## config.mk

```make
export PLATFORM = sky130hd
export DESIGN_NAME = ttl_74153_scheduler
export DESIGN_NICKNAME = d
export VERILOG_FILES = /design/src/rtl/ttl_sched_pkg.sv /design/src/rtl/ttl_rr_picker.sv /design/src/rtl/ttl_74153_scheduler.sv
export SDC_FILE = /design/constraint.sdc
export NUM_CORES = 1
export LEC_CHECK = 0
export ABC_AREA = 1
export CORE_MARGIN = 4
export CORE_UTILIZATION = 59
export DETAILED_ROUTE_END_ITERATION = 10
export GPL_TIMING_DRIVEN = 0
export HOLD_SLACK_MARGIN = 0.06
export PLACE_DENSITY = 0.84
export SYNTH_ARGS = -nofsm -noshare
export SYNTH_HDL_FRONTEND = slang
export SYNTH_SLANG_ARGS = --single-unit
```

## constraint.sdc

```tcl
create_clock -name Clk -period 2.6 [get_ports Clk]
set_input_delay 0.52 -clock Clk [delete_from_list [all_inputs] [get_ports Clk]]
set_output_delay 0.52 -clock Clk [all_outputs]
set_load 0.05 [all_outputs]
```

## src/rtl/ttl_sched_pkg.sv

```systemverilog
`default_nettype none
// ============================================================================
// Module      : ttl_sched_pkg
// Description : Shared FSM state encodings and a one-hot helper for the
//               ttl_74153 round-robin scheduler.
// Revision    : 1.0 - initial release
// ============================================================================
package ttl_sched_pkg;

    typedef enum logic [1:0] {
        IDLE  = 2'd0,
        GRANT = 2'd1,
        GAP   = 2'd2
    } state_t;

    // One-hot vector with bit idx set; callers truncate to their width
    function automatic logic [31:0] onehot_from_index(input logic [4:0] idx);
        return 32'd1 << idx;
    endfunction

endpackage
`default_nettype wire

```

## src/rtl/ttl_rr_picker.sv

```systemverilog
`default_nettype none
// ============================================================================
// Module      : ttl_rr_picker
// Description : Combinational round-robin picker. Returns the first request
//               found scanning upward with wrap from (last+1), ignoring any
//               requester set in the exclude mask.
// Revision    : 1.0 - initial release
// ============================================================================
module ttl_rr_picker #(
    parameter int WIDTH_IN     = 4,
    parameter int WIDTH_SELECT = $clog2(WIDTH_IN)
) (
    input  logic [WIDTH_IN-1:0]     i_request,
    input  logic [WIDTH_SELECT-1:0] i_last,
    input  logic [WIDTH_IN-1:0]     i_exclude,
    output logic                    o_found,
    output logic [WIDTH_SELECT-1:0] o_index
);

    logic [WIDTH_SELECT-1:0] w_idx;

    // Scan from the farthest candidate down to last+1 so the nearest one wins;
    // WIDTH_IN is a power of two, so the index add wraps for free
    always_comb begin
        o_found = 1'b0;
        o_index = '0;
        w_idx   = '0;
        for (int k = WIDTH_IN; k >= 1; k--) begin
            w_idx = i_last + WIDTH_SELECT'(k);
            if (i_request[w_idx] && !i_exclude[w_idx]) begin
                o_found = 1'b1;
                o_index = w_idx;
            end
        end
    end

endmodule
`default_nettype wire

```

## src/rtl/ttl_74153_scheduler.sv

```systemverilog
`default_nettype none
// ============================================================================
// Module      : ttl_74153_scheduler
// Description : Round-robin scheduler sharing one dual 4-input mux among
//               WIDTH_IN requesters. Drives Select / Enable_bar and returns a
//               one-hot Grant, with minimum hold and optional maximum tenure.
//               Optional macro TTL_74153_SCHEDULER_BREAK_BEFORE_MAKE_EN
//               inserts a one-cycle GAP (mux disabled) between owners.
// Revision    : 1.0 - initial release
// ============================================================================
module ttl_74153_scheduler
    import ttl_sched_pkg::*;
#(
    parameter int BLOCKS       = 2,
    parameter int WIDTH_IN     = 4,
    parameter int WIDTH_SELECT = $clog2(WIDTH_IN),
    parameter int HOLD_CYCLES  = 2,
    parameter int MAX_CYCLES   = 8,
    parameter int DELAY_RISE   = 0,
    parameter int DELAY_FALL   = 0
) (
    input  logic                    Clk,
    input  logic                    Clear,
    input  logic [WIDTH_IN-1:0]     Request,
    output logic [WIDTH_SELECT-1:0] Select,
    output logic [BLOCKS-1:0]       Enable_bar,
    output logic [WIDTH_IN-1:0]     Grant,
    output logic                    Busy
);

    // Counter saturates at the larger of the two tenure limits
    localparam int CNT_MAX = (MAX_CYCLES > HOLD_CYCLES) ? MAX_CYCLES : HOLD_CYCLES;
    localparam int CNT_W   = $clog2(CNT_MAX + 1);

    localparam logic [CNT_W-1:0]        c_HOLD      = CNT_W'(HOLD_CYCLES);
    localparam logic [CNT_W-1:0]        c_MAX       = CNT_W'(MAX_CYCLES);
    localparam logic [CNT_W-1:0]        c_SAT       = CNT_W'(CNT_MAX);
    localparam logic [WIDTH_SELECT-1:0] c_LAST_INIT = WIDTH_SELECT'(WIDTH_IN - 1);

    state_t                  r_state;
    logic [WIDTH_SELECT-1:0] r_owner;
    logic [WIDTH_SELECT-1:0] r_last;
    logic [CNT_W-1:0]        r_count;
    logic [WIDTH_SELECT-1:0] r_select;
    logic [BLOCKS-1:0]       r_enable_bar;
    logic [WIDTH_IN-1:0]     r_grant;
    logic                    r_busy;

    logic [WIDTH_IN-1:0]     w_owner_oh;
    logic [WIDTH_IN-1:0]     w_pick_oh;
    logic [WIDTH_SELECT-1:0] w_pick_last;
    logic [WIDTH_IN-1:0]     w_pick_excl;
    logic                    w_found;
    logic [WIDTH_SELECT-1:0] w_pick;
    logic                    w_hold_met;
    logic                    w_max_hit;
    logic                    w_end;

    // While granting, the owner is the rotation origin and never re-picked
    assign w_owner_oh  = WIDTH_IN'(onehot_from_index(5'(r_owner)));
    assign w_pick_oh   = WIDTH_IN'(onehot_from_index(5'(w_pick)));
    assign w_pick_last = (r_state == GRANT) ? r_owner : r_last;
    assign w_pick_excl = (r_state == GRANT) ? w_owner_oh : '0;

    ttl_rr_picker #(
        .WIDTH_IN     (WIDTH_IN),
        .WIDTH_SELECT (WIDTH_SELECT)
    ) u_picker (
        .i_request (Request),
        .i_last    (w_pick_last),
        .i_exclude (w_pick_excl),
        .o_found   (w_found),
        .o_index   (w_pick)
    );

    // Tenure ends on release after the hold, or on timeout with a waiter
    assign w_hold_met = (r_count >= c_HOLD);
    assign w_max_hit  = (MAX_CYCLES != 0) && (r_count >= c_MAX) && w_found;
    assign w_end      = (!Request[r_owner] && w_hold_met) || w_max_hit;

    // Scheduler FSM with tenure counter and registered mux controls
    always_ff @(posedge Clk or posedge Clear) begin
        if (Clear) begin
            r_state      <= IDLE;
            r_owner      <= '0;
            r_last       <= c_LAST_INIT;
            r_count      <= '0;
            r_select     <= '0;
            r_enable_bar <= '1;
            r_grant      <= '0;
            r_busy       <= 1'b0;
        end else begin
            case (r_state)
                IDLE: begin
                    if (w_found) begin
                        r_state      <= GRANT;
                        r_owner      <= w_pick;
                        r_count      <= CNT_W'(1);
                        r_select     <= w_pick;
                        r_grant      <= w_pick_oh;
                        r_enable_bar <= '0;
                        r_busy       <= 1'b1;
                    end
                end
                GRANT: begin
                    if (w_end) begin
                        r_last <= r_owner;
`ifdef TTL_74153_SCHEDULER_BREAK_BEFORE_MAKE_EN
                        // Break before make: disable the mux for one cycle
                        r_state      <= GAP;
                        r_count      <= '0;
                        r_enable_bar <= '1;
                        r_grant      <= '0;
                        r_busy       <= 1'b1;
`else
                        if (w_found) begin
                            r_state      <= GRANT;
                            r_owner      <= w_pick;
                            r_count      <= CNT_W'(1);
                            r_select     <= w_pick;
                            r_grant      <= w_pick_oh;
                            r_enable_bar <= '0;
                            r_busy       <= 1'b1;
                        end else begin
                            r_state      <= IDLE;
                            r_count      <= '0;
                            r_select     <= '0;
                            r_enable_bar <= '1;
                            r_grant      <= '0;
                            r_busy       <= 1'b0;
                        end
`endif
                    end else if (r_count != c_SAT) begin
                        r_count <= r_count + CNT_W'(1);
                    end
                end
                GAP: begin
                    if (w_found) begin
                        r_state      <= GRANT;
                        r_owner      <= w_pick;
                        r_count      <= CNT_W'(1);
                        r_select     <= w_pick;
                        r_grant      <= w_pick_oh;
                        r_enable_bar <= '0;
                        r_busy       <= 1'b1;
                    end else begin
                        r_state      <= IDLE;
                        r_count      <= '0;
                        r_select     <= '0;
                        r_enable_bar <= '1;
                        r_grant      <= '0;
                        r_busy       <= 1'b0;
                    end
                end
                default: begin
                    r_state      <= IDLE;
                    r_count      <= '0;
                    r_select     <= '0;
                    r_enable_bar <= '1;
                    r_grant      <= '0;
                    r_busy       <= 1'b0;
                end
            endcase
        end
    end

    // Output drive: zero-delay builds skip the delayed assignment entirely
    generate
        if (DELAY_RISE == 0 && DELAY_FALL == 0) begin : g_nodly
            assign Select     = r_select;
            assign Enable_bar = r_enable_bar;
            assign Grant      = r_grant;
            assign Busy       = r_busy;
        end else begin : g_dly
            assign #(DELAY_RISE, DELAY_FALL) Select     = r_select;
            assign #(DELAY_RISE, DELAY_FALL) Enable_bar = r_enable_bar;
            assign #(DELAY_RISE, DELAY_FALL) Grant      = r_grant;
            assign #(DELAY_RISE, DELAY_FALL) Busy       = r_busy;
        end
    endgenerate

endmodule
`default_nettype wire
```

Word-level counts from Yosys, hierarchy flattened. Index checks and enable logic that the tools add are counted.

Input port bits: 6. Register bits: 19.

Equality and inequality tests: 6. Reduce and logical (&&, ||, !) cells: 19. Shift operators: 2. Multiplexer cells: 56. $add $sub $neg: 4. $lt $le $gt $ge: 7.

Operators by type and width (count): $mux 2 (15); $mux 4 (7); $pmux 4 s3 (2); $bmux 1 s2 (9); $mux 1 (18); $pmux 2 s3 (3); $lt 2x3->1 const B (5); $reduce_and 2->1 (4); $shl 1x2->4 const A (2); $logic_and 1x1->1 (6); $logic_not 1->1 (5); $add 2x2->2 const B (2); $add 4x1->4 const B (1); $ge 4x2->1 const B (1); $ge 4x4->1 const B (1); $ne 2x2->1 const B (2); $ne 4x4->1 const B (1); $pmux 2 s2 (1); $ne 3x2->1 const B (1); $pmux 1 s3 (1); $add 2x1->2 const B (1); $eq 2x1->1 const B (1); $eq 2x2->1 const B (1); $logic_not 2->1 (1); other kinds (3) (3).

Logic depth before layout (Yosys ltp).
Word-level depth: 14. Depth in mapped cells: 17. Mapped depth without buffers: 15.

Modules after synthesis. From an unflattened synthesis, not the netlist that was laid out.

Cell total of the unflattened synthesis: 182. Area total of the unflattened synthesis: 1233.7 um^2.

Modules (own cells, without submodules): ttl_74153_scheduler (sequential area each 404.1 um^2, area an instance 938.4 um^2, times used 1, cells an instance 120); ttl_rr_picker (sequential area each 0.0 um^2, area an instance 295.3 um^2, times used 1, cells an instance 62).

Worst setup path after synthesis. No wires, ideal clock.

Path type: register -> register. Start: reg, netlist name Busy. End: reg r_count[0]. Stages on the path, launching flop included: 16. Period minus slack after synthesis: 2.041 ns. Setup slack: 0.559 ns. Data required time: 2.484 ns. Setup time: 0.116 ns. Data arrival time: 1.925 ns. Cell sequence: dfrtp_1 -> buf_6 -> inv_6 -> nand2_8 -> nand2_4 -> buf_6 -> nand2_2 -> o21ai_2 -> nor2_4 -> nand3_4 -> nand2_4 -> nand3_4 -> nand2_4 -> nand2_2 -> nand2_1 -> nand2_1.

RTL lines: to (signal assigned) (line ttl_74153_scheduler.sv:134) `r_count <= r_count + CNT_W'(1);`; to (decl) (line ttl_74153_scheduler.sv:43) `logic [CNT_W-1:0] r_count;`.

==> results.sh <==
export IMPL_r2r_start="Busy$_DFFE_PP0P_"
export IMPL_cts_buffer_depth=2
export IMPL_synth_top_cell_by_area="dfrtp_1"
export IMPL_cts_buffers=3
export IMPL_antenna_found_initial=0
export IMPL_overflow=0
export IMPL_drive_above_1_share=0.185
export IMPL_slew_viol_final=0
export IMPL_cp_end_kind="output pin"
export IMPL_synth_top_area_frac=0.271
export IMPL_r2r_end="Grant[0]$_DFFE_PP0P_"
export IMPL_cts_tree="built"
export IMPL_min_to="Enable_bar[0]$_DFFE_PP1P_"
export IMPL_root_buffer="clkbuf_4"
export IMPL_final_setup_tns_ps=0
export IMPL_final_core_util=0.727
export IMPL_die_w_um=53.1
export IMPL_crit_type="reg2out"
export IMPL_start_kind="flip-flop"
export IMPL_vias=1095
export IMPL_critPathRequiredTime_ps=2080
export IMPL_drt_first_pass_iters=4
export IMPL_synth_nets=174
export IMPL_rrSetupSlack_ps=580
export IMPL_rr_worst_depth=16
export IMPL_drtAntennaViolNets=0
export IMPL_antenna_cells=0
export IMPL_port_buffers=14
export IMPL_synthCells=166
export IMPL_postCtsSetupBuffers=0
export IMPL_synth_warnings=0
export IMPL_worstHoldStart="Enable_bar[0]$_DFFE_PP1P_"
export IMPL_hold_viol=0
export IMPL_slew_headroom=0.622
export IMPL_cp_arrival_ps=1700
export IMPL_start_util=0.619
export IMPL_drc=0
export IMPL_clkLatencyLatePin_ps=280
export IMPL_hold_buffers=0
export IMPL_drt_wl_total_mm=2.49
export IMPL_hold_path_class="reg2reg"
export IMPL_synth_area_um2=1200
export IMPL_path_clk_slew_ps=80
export IMPL_synth_seq_cells=16
export IMPL_clkSinkCount=16
export IMPL_dp_hpwl_mm=1.99
export IMPL_drtIter0Drc=17
export IMPL_gp_congestion=0.878
export IMPL_area_delta_synth_final_pct=17.5
export IMPL_fin_skew_ps=3.14
export IMPL_pre_cts_ws_ps=381
export IMPL_ys_top_cells_by_area="dfrtp_1 27%, nand2_1 18%, nand3_1 9.2%"
export IMPL_dieArea_um2=2820
export IMPL_layout_setup_ws_ps=380
export IMPL_fin_crit_sh=0.854
export IMPL_grt_use_total=0.210
export IMPL_n_fill_cell=166
export IMPL_grt_pass1_vias=1051
export IMPL_cts_resized=0
export IMPL_core_um2=1940
export IMPL_chipHeight_um=53.1
export IMPL_ys_seq_area_frac=0.336
export IMPL_critPathMaxFanout=3
export IMPL_grt_pass1_wl_mm=4.35
export IMPL_rsz0062_at_grt="no"
export IMPL_status="complete, no violations"
export IMPL_rows=16
export IMPL_grt_max_degree=17
export IMPL_drv_cap=0
export IMPL_postPlaceCellArea_um2=1380
export IMPL_viasPerCell=5.19
export IMPL_setup_viol=0
export IMPL_num_nets_final=193
export IMPL_worst_pin_slew_ps=567
export IMPL_postLayoutCellArea_um2=1410
export IMPL_syn_area_per_cell_um2=7.24
export IMPL_max_freq_mhz=450
export IMPL_cts_max_level=1
export IMPL_hold_path_cell_count=2
export IMPL_period_needed_ps=2220
export IMPL_synth_cell_types=28
export IMPL_routedWlPerCell_um=11.8
export IMPL_ios=15
-- Yosys cell counts --
cell type	n
ha_1	2
nand2_2	6
o21bai_1	1
nand3_1	22
buf_4	1
o21ai_0	5
nand4_4	1
buf_6	2
nand2_8	1
a21oi_1	3
o31ai_1	1
nand2_1	57
nand4_1	1
nor2_4	1
inv_2	5
dfstp_2	3
nand2_4	3
nor2_1	3
inv_6	1
nand3_2	1
a21boi_1	1
inv_1	18
o21ai_1	4
nor3_1	4
o21ai_2	3
dfrtp_1	13
a21boi_0	1
nand3_4	2
-- per-layer routing --
metal	vias to the layer above	global-route usage	routed length (um)
met5	-	0	0
met4	0	0.119	78
met3	10	0.0254	63
met2	27	0.349	1210
met1	486	0.260	1140
li1	572	-	-
-- sequential cells by signal, summed over array words and instances (netlist names) --
signal      flops
Select          2
Busy            1
Grant           4
r_count         4
r_last          2
r_owner         2
Enable_bar      1
-- worst max path at each step --
stage / startpoint / endpoint / slack [ps] / cells past startpoint
after floorplan: Busy$_DFFE_PP0P_ / r_count[0]$_DFFE_PP0P_ / 560 / 15
after global placement: Request[0] / Grant[0]$_DFFE_PP0P_ / 450 / 12
after detailed placement: Request[2] / Grant[0]$_DFFE_PP0P_ / 380 / 12
after CTS: Enable_bar[0]$_DFFE_PP1P_ / Enable_bar[1] / 360 / 2
after global routing: Enable_bar[0]$_DFFE_PP1P_ / Enable_bar[1] / 320 / 2
final: Enable_bar[0]$_DFFE_PP1P_ / Enable_bar[1] / 380 / 2
-- layout by cell type, fill, tap and decap left out, drive strengths merged, types with 3 or more instances in the layout --
| master | n |
|---|---|
| nor3 | 4 |
| clkdlybuf4s50 | 14 |
| nand2 | 67 |
| nor2 | 4 |
| dfstp | 3 |
| o21ai | 12 |
| clkbuf | 4 |
| a21oi | 3 |
| buf | 3 |
| inv | 24 |
| dfrtp | 13 |
| nand3 | 25 |
-- kinds of logic after synthesis --
group,count (synthesis),share of synthesized area
AOI/OAI and AO/OA,19,0.0969
adders and majority gates,2,0.0208
DFF,16,0.336
and+or+nand+nor,102,0.442
buffers and inverters,27,0.104
-- worst max-delay path, stage by stage, from the launching register on --
cell	delay (ps)
dfstp_2	550
buf_4	100
clkdlybuf4s50_1	780
-- final cells by class --
cell class	instances	area (um^2)	share of cell area
Tap cell	27	33.8	0.0239
Sequential cell	16	404	0.286
Multi-Input combinational cell	123	672	0.476
Inverter	24	95.1	0.0674
Buffer	3	30.0	0.0213
Clock buffer	4	36.3	0.0257
Timing Repair Buffer	14	140	0.0993
-- metrics by stage --
| step | std cells | hold slack, ps |
|---|---|---|
| floorplan | 166 | 432 |
| global placement | 207 | 460 |
| detailed placement | 207 | 461 |
| CTS | 211 | 487 |
| global route | 211 | 507 |
| finish | 211 | 482 |
Power is not shown: default switching activity piles up to over one toggle a cycle in this logic, so the estimate is an artifact.
